**config.mk**
```make
export PLATFORM = sky130hd
export DESIGN_NAME = spart_rx
export DESIGN_NICKNAME = d
export VERILOG_FILES = /design/src/rtl/spart_rx.sv
export SDC_FILE = /design/constraint.sdc
export NUM_CORES = 1
export LEC_CHECK = 0
export ABC_AREA = 0
export BUFFER_PORTS_ARGS = -buffer_cell sky130_fd_sc_hd__buf_2
export CORE_MARGIN = 2
export CORE_UTILIZATION = 55
export DETAILED_ROUTE_END_ITERATION = 16
export GPL_TIMING_DRIVEN = 0
export PLACE_DENSITY = 0.88
export SYNTH_ARGS = -nofsm -noshare
export SYNTH_HDL_FRONTEND = slang
export SYNTH_SLANG_ARGS = --single-unit
```
**constraint.sdc**
```tcl
create_clock -name clk -period 3.1 [get_ports clk]
set_clock_uncertainty 0.15 [all_clocks]
set_input_delay 0.155 -clock clk [delete_from_list [all_inputs] [get_ports clk]]
set_output_delay 0.155 -clock clk [all_outputs]
set_load 0.01 [all_outputs]
```
**src/rtl/spart_rx.sv**
```systemverilog
// SPART receiver: synchronises RxD, oversamples it on the baud enable tick,
// deserialises 8N1 frames LSB first and holds the last good byte for the bus.
module spart_rx #(
  parameter int OVERSAMPLE  = 16,
  parameter int SYNC_STAGES = 2
) (
  input  logic       clk,
  input  logic       rst,
  input  logic       enable,
  input  logic       RxD,
  input  logic       IOCS,
  input  logic       IORW,
  input  logic [1:0] IOADDR,
  output logic [7:0] R_BUFFER,
  output logic       RDA,
  output logic       FRAMING_ERR,
  output logic       OVERRUN
);

  localparam int CW = $clog2(OVERSAMPLE);
  localparam logic [CW-1:0] HALF_LAST = CW'(OVERSAMPLE / 2 - 1);
  localparam logic [CW-1:0] BIT_LAST  = CW'(OVERSAMPLE - 1);

  typedef enum logic [2:0] {
    ST_IDLE,
    ST_START,
    ST_DATA,
    ST_STOP,
    ST_BREAK
  } state_t;

  state_t           state, state_n;
  logic [CW-1:0]    samp_cnt, samp_n;
  logic [2:0]       bit_cnt, bit_n;
  logic [7:0]       shift_reg, shift_n;
  logic [7:0]       rbuf_n;
  logic             rda_n, fe_n, ovr_n;
  logic [SYNC_STAGES-1:0] sync_q;
  logic             rxs;
  logic             rd_strobe;

  assign rxs       = sync_q[SYNC_STAGES-1];
  assign rd_strobe = IOCS & IORW & (IOADDR == 2'b00);

  // Metastability synchroniser for the asynchronous serial input (idles high)
  always_ff @(posedge clk or posedge rst) begin
    if (rst) sync_q <= '1;
    else     sync_q <= {sync_q[SYNC_STAGES-2:0], RxD};
  end

  // State, counters, shift register and bus-visible flags
  always_ff @(posedge clk or posedge rst) begin
    if (rst) begin
      state       <= ST_IDLE;
      samp_cnt    <= '0;
      bit_cnt     <= '0;
      shift_reg   <= '0;
      R_BUFFER    <= '0;
      RDA         <= 1'b0;
      FRAMING_ERR <= 1'b0;
      OVERRUN     <= 1'b0;
    end else begin
      state       <= state_n;
      samp_cnt    <= samp_n;
      bit_cnt     <= bit_n;
      shift_reg   <= shift_n;
      R_BUFFER    <= rbuf_n;
      RDA         <= rda_n;
      FRAMING_ERR <= fe_n;
      OVERRUN     <= ovr_n;
    end
  end

  // Next-state logic; a read clears the flags first so a same-cycle
  // load or framing error below takes precedence over the clear.
  always_comb begin
    state_n = state;
    samp_n  = samp_cnt;
    bit_n   = bit_cnt;
    shift_n = shift_reg;
    rbuf_n  = R_BUFFER;
    rda_n   = RDA;
    fe_n    = FRAMING_ERR;
    ovr_n   = OVERRUN;

    if (rd_strobe) begin
      rda_n = 1'b0;
      fe_n  = 1'b0;
      ovr_n = 1'b0;
    end

    if (enable) begin
      unique case (state)
        ST_IDLE: begin
          if (!rxs) begin
            state_n = ST_START;
            samp_n  = '0;
          end
        end
        ST_START: begin
          if (samp_cnt == HALF_LAST) begin
            samp_n = '0;
            if (!rxs) begin
              state_n = ST_DATA;
              bit_n   = '0;
            end else begin
              state_n = ST_IDLE;
            end
          end else begin
            samp_n = samp_cnt + 1'b1;
          end
        end
        ST_DATA: begin
          if (samp_cnt == BIT_LAST) begin
            shift_n = {rxs, shift_reg[7:1]};
            samp_n  = '0;
            bit_n   = bit_cnt + 3'd1;
            if (bit_cnt == 3'd7) state_n = ST_STOP;
          end else begin
            samp_n = samp_cnt + 1'b1;
          end
        end
        ST_STOP: begin
          if (samp_cnt == BIT_LAST) begin
            samp_n = '0;
            if (rxs) begin
              rbuf_n  = shift_reg;
              rda_n   = 1'b1;
              fe_n    = 1'b0;
              if (RDA && !rd_strobe) ovr_n = 1'b1;
              state_n = ST_IDLE;
            end else begin
              fe_n    = 1'b1;
              state_n = ST_BREAK;
            end
          end else begin
            samp_n = samp_cnt + 1'b1;
          end
        end
        ST_BREAK: begin
          if (rxs) state_n = ST_IDLE;
        end
        default: state_n = ST_IDLE;
      endcase
    end
  end

endmodule

```
==> flow_summary.yaml, run 1 <==
detailed_routing:
  via_count: 948
  remaining_drc_errors: 0
  routed_via_density: 5.544
  ant_nets: 0
  wl_per_cell_um: 13.12
  routed_wl_um: 2243
  drt_iter0_markers: 27
  dr.pass1.iters: 4
floorplan:
  io_pins: 19
  die_h_um: 54.12
  initial_utilization: 0.5679
  core_sq_um: 2432
  die_w_um: 54.12
  rows: 18
  dieArea_sq_um: 2928
min_path:
  worstHoldPathType: "in2reg"
global_routing:
  antenna_found_initial: 0
  grt_pass1_vias: 848
  grt_max_degree: 32
  grt_usage: 0.1923
  grt_overflow: 0
  grt_pass1_wl_um: 3698
placed_design:
  place_area_sq_um: 1509
  numPortBuffers: 18
  post-place-ws_ns: 1.057
  placedCellCount: 160
  place_hpwl_um: 1590
  gp_congestion: 0.7753
critical_path:
  critPathKind: "reg2reg"
  start_kind: "flop"
  path_max_fanout: 5
  cp-end-kind: "flop"
  arrival_ns: 2.14
  crit_required_ns: 3.18
synthesis:
  ys_ff_latch: 31
  synth_edf_count: 0
  synth_warnings: 0
  synth_top_area_share: 0.5254
  ys_seq_area_frac: 0.5634
  yosys.cell_types.count: 33
  syn-num-nets: 123
  synth_area_leaders: "dfrtp_1 (53%), mux2_2 (15%), dfstp_2 (3.8%), ha_1 (2.7%), nand2_1 (2.4%)"
  netlist_instances: 112
  synthArstFlopShare: 1.000
  synth_largest_area_cell: "dfrtp_1"
  synth_top_flop_cell: "dfrtp_1"
  synth.avg_cell_area_sq_um: 12.33
  synth_area_sq_um: 1381
sta:
  layout_setup_ws_ns: 1.034
  hold_viol_final: 0
  worst_slew_pin_slew_ns: 1.095
  max_freq_mhz: 483.9
  fin_crit_ns: 2.066
  finalCritPeriodShare: 0.6666
  finalSetupViolCount: 0
  tns_ns: 0
  relSlewSlack: 0.2694
  rsz0062_at_grt: "no"
  final-max-slew-violation-count: 0
power:
  internal-power_uw: 676.4
  p_seq_frac: 0.509
  swShare: 0.3162
  p_clk_frac: 0.219
  power_density_nw_per_um2: 622.5
  p_leak_uw: 0.0008394
  power_frac_comb: 0.271
  ir_worst_vdd_mv: 0.4561
  switchingPower_uw: 312.7
cts:
  cts_resized: 0
  cts_tree: "done"
  cts_sinks: 31
  clk_pin_slew_ns: 0.09
  clk_path_buf_depth: 2
  post-cts-setup-buffers: 0
  clock-root-buffer: "clkbuf_4"
  clkLatencyLatePin_ns: 0.33
  cts_buffers: 5
  htree_levels: 2
finish:
  final_common_cell: "dfrtp_1"
  layout-drive-gt1-share: 0.3404
  syn2layout_area_growth_pct: 15.04
  final_cell_mix: "dfrtp_1 (29), buf_2 (20), mux2_2 (18)"
  num_antenna_cells: 0
  final_area_sq_um: 1589
  nets: 151
  fillers: 183
  fin_util: 0.6533
  fin_cells: 171
outcome:
  status: "completed"
flow_run:
  maxCapViolations: 0
layout make-up:
type	instances	area (sq um)	area share
Timing Repair Buffer	21	120.1	0.07559
Clock buffer	7	45.04	0.02835
Sequential cell	31	778.2	0.4898
Inverter	5	18.77	0.01181
Multi-Input combinational cell	71	554.3	0.3488
Buffer	5	30.03	0.01890
Clock inverter	1	5.005	0.003150
Tap cell	30	37.54	0.02362
critical path, stage by stage, from the launching register on:
cell	delay (ns)
dfrtp_1	0.40
ha_1	0.26
nand2_1	0.08
o311ai_1	0.45
or3b_1	0.39
a22o_1	0.23
timing repair:
| action | in CTS | in global routing |
|---|---|---|
| endpoints found under the hold margin | 31 | 0 |
| hold buffers | 3 | 0 |
| setup endpoints to repair | 0 | 0 |
cell families after synthesis:
kind of cell | after synthesis | share of synthesized area
multiplexers | 21 | 0.1685
AND/OR/NAND/NOR | 34 | 0.1322
XOR/XNOR | 1 | 0.006342
buffers and inverters | 10 | 0.03532
AO/OA/AOI/OAI | 12 | 0.06704
flip-flops | 31 | 0.5634
adder cells (fa/ha/maj) | 3 | 0.02718
path summary, 6_finish.rpt:
check                           cells past startpoint      endpoint  slack (ns)   startpoint
max in group asynchronous                           3    bit_cnt[1]        1.64          rst
worst max register to register                      5      state[1]        1.03  samp_cnt[0]
worst max-delay path                                5      state[1]        1.03  samp_cnt[0]
worst min register to register                      0     sync_q[1]        0.21    sync_q[0]
worst min-delay path                                3       OVERRUN       0.007         IOCS
min in group asynchronous                           3  shift_reg[2]        0.50          rst
stage by stage:
stage / hold slack, ns / power, uW
detailed placement: 0.1111 / 776.6
global route: 0.001305 / 1064
CTS: 0.004119 / 996.9
finish: 0.006717 / 989.1
floorplan: 0.009478 / 714.9
global placement: 0.1103 / 753.2
Yosys cell counts (3+ instances only):
cell type,number
dfrtp_1,29
mux2_2,18
nand2_1,9
nor2_1,6
inv_1,5
nand3_1,5
a22o_1,3
ha_1,3
mux2i_1,3
routing by layer:
metal,up-vias,part of all wire,GRT usage
met3,9,0.064,0.1000
met5,-,0,0
li1,456,-,-
met2,26,0.48,0.2805
met1,457,0.43,0.2273
met4,0,0.027,0.1083
power groups by stage:
stage	logic [uW]	registers [uW]	clock network [uW]
final	268	504	217
after CTS	270	504	223
after detailed placement	265	511	0
after floorplan	215	500	0
after global placement	248	505	0
after global routing	304	511	249
Power figures use the tool's default switching activity.
==> run 2: changes to the inputs <==
- clock period: 3.1 -> 2 ns (I/O delays scaled with it)
==> flow_summary.yaml, run 2 (synthesis results as in run 1) <==
finish:
  final_area_sq_um: 1675
  syn2layout_area_growth_pct: 21.29
  final_common_cell: "dfrtp_1"
  num_antenna_cells: 0
  multi_input_area_sq_um: 588.1
  final_cell_mix: "dfrtp_1 (29), buf_2 (19), mux2_2 (18)"
  fillers: 167
  nets: 156
  layout-drive-gt1-share: 0.3699
  regArea_sq_um: 778.2
  fin_cells: 176
floorplan:
  rows: 18
  die_h_um: 54.12
  die_w_um: 54.12
  core_sq_um: 2432
  initial_utilization: 0.5679
  dieArea_sq_um: 2928
  io_pins: 19
global_routing:
  grt_max_degree: 32
  antenna_found_initial: 0
  grt_pass1_vias: 871
  grt_pass1_wl_um: 3822
  grt_overflow: 0
  grt_usage: 0.1982
cts:
  clk_path_buf_depth: 2
  htree_levels: 2
  clk_pin_slew_ns: 0.09
  cts_sinks: 31
  clkLatencyLatePin_ns: 0.33
  clock-root-buffer: "clkbuf_4"
  cts_tree: "done"
  cts_buffers: 5
critical_path:
  arrival_ns: 2.05
  path_buf_inv: 1
  crit_chain: "buf_6 -> nor2b_1 -> a221o_1 -> or3b_1 -> a22o_1"
  critical-path-top-delay-family: "compound AO/OA/AOI/OAI gates"
  slowest_delay_ns: 0.41
  crit_required_ns: 2.07
  critPathKind: "reg2reg"
  crit_slowest_cell: "a221o_1"
  start_kind: "flop"
  cp-end-kind: "flop"
  path_max_fanout: 9
sta:
  hold-worst-slack_ns: 0.2115
  hold_viol_final: 0
  max_freq_mhz: 504.6
  worst_slew_pin_slew_ns: 1.102
  finalSetupViolCount: 0
  relSlewSlack: 0.2648
  fin_crit_ns: 1.982
  final-max-slew-violation-count: 0
  finalCritPeriodShare: 0.9909
detailed_routing:
  routed_wl_um: 2432
  via_count: 964
  drt_iter0_markers: 10
  ant_nets: 0
  routed_via_density: 5.477
  wl_per_cell_um: 13.82
  remaining_drc_errors: 0
  dr.pass1.iters: 4
placed_design:
  place_area_sq_um: 1509
  place_hpwl_um: 1590
  gp_congestion: 0.7753
  numPortBuffers: 18
  placedCellCount: 160
power:
  ir_worst_vdd_mv: 0.7986
  power_density_nw_per_um2: 959.0
  power_uw: 1607
  p_leak_uw: 0.0008602
min_path:
  worstHoldPathType: "reg2reg"
flow_run:
  maxCapViolations: 0
outcome:
  status: "completed"
-- run 2: cell types whose count changed in the layout (fill, tap and decap cells not counted), sizes merged --
cell,previous run,this run
buf,21,22
dlygate4sd3,3,7
-- run 2: layout make-up --
type,count,share of cell area
Multi-Input combinational cell,71,0.3510
Sequential cell,31,0.4645
Inverter,5,0.01120
Clock buffer,7,0.02689
Clock inverter,1,0.002987
Tap cell,30,0.02240
Buffer,4,0.01643
Timing Repair Buffer,27,0.1046
-- run 2: metrics by stage --
| stage | util | TNS [ns] | worst slack, ns |
|---|---|---|---|
| final | 0.6888 | 0 | 0.01825 |
| after global routing | 0.6888 | -0.02420 | -0.01189 |
| after CTS | 0.6759 | 0 | 0.01673 |
| after detailed placement | 0.6204 | -0.1283 | -0.04310 |
| after global placement | 0.6204 | 0 | 0.05110 |
| after floorplan | - | 0 | 0.1147 |
-- run 2: path summary, 6_finish.rpt --
kind | to | startpoint | cells after the start | slack, ns
setup / recovery | state[1] | state[1] | 5 | 0.02
hold / removal | sync_q[1] | sync_q[0] | 0 | 0.21
setup reg to reg | state[1] | state[1] | 5 | 0.02
hold reg to reg | sync_q[1] | sync_q[0] | 0 | 0.21
max in group asynchronous | state[1] | rst | 3 | 0.58
min in group asynchronous | R_BUFFER[2] | rst | 3 | 0.46
-- run 2: report_power, final --
part	leakage (uW)	switching, uW	internal, uW	total [uW]
combinational	0.000425	248	239	487
clock	0.0000293	196	137	332
sequential	0.000406	77.9	709	787
total	0.000860	522	1080	1610
-- run 2: timing repair --
item / in CTS / in global routing
hold buffers: 7 / 0
gates cloned: 0 / 0
pin swaps: 0 / 1
gates resized for setup: 3 / 5
endpoints found under the hold margin: 34 / 0
setup buffers: 0 / 2
setup endpoints to repair: 10 / 11
-- run 2: worst reg2reg max path: cells and delay by family, from the launching register on --
kind                   cells  cell delay, ns
flip-flops                 1            0.38
AND/OR/NAND/NOR            2            0.57
AO/OA/AOI/OAI              2            0.64
buffers and inverters      1            0.14
-- run 2: metal layers --
metal,routed length (um),GRT usage
met3,136,0.1000
met2,1204,0.2886
met4,45,0.1083
met1,1046,0.2382
met5,0,0
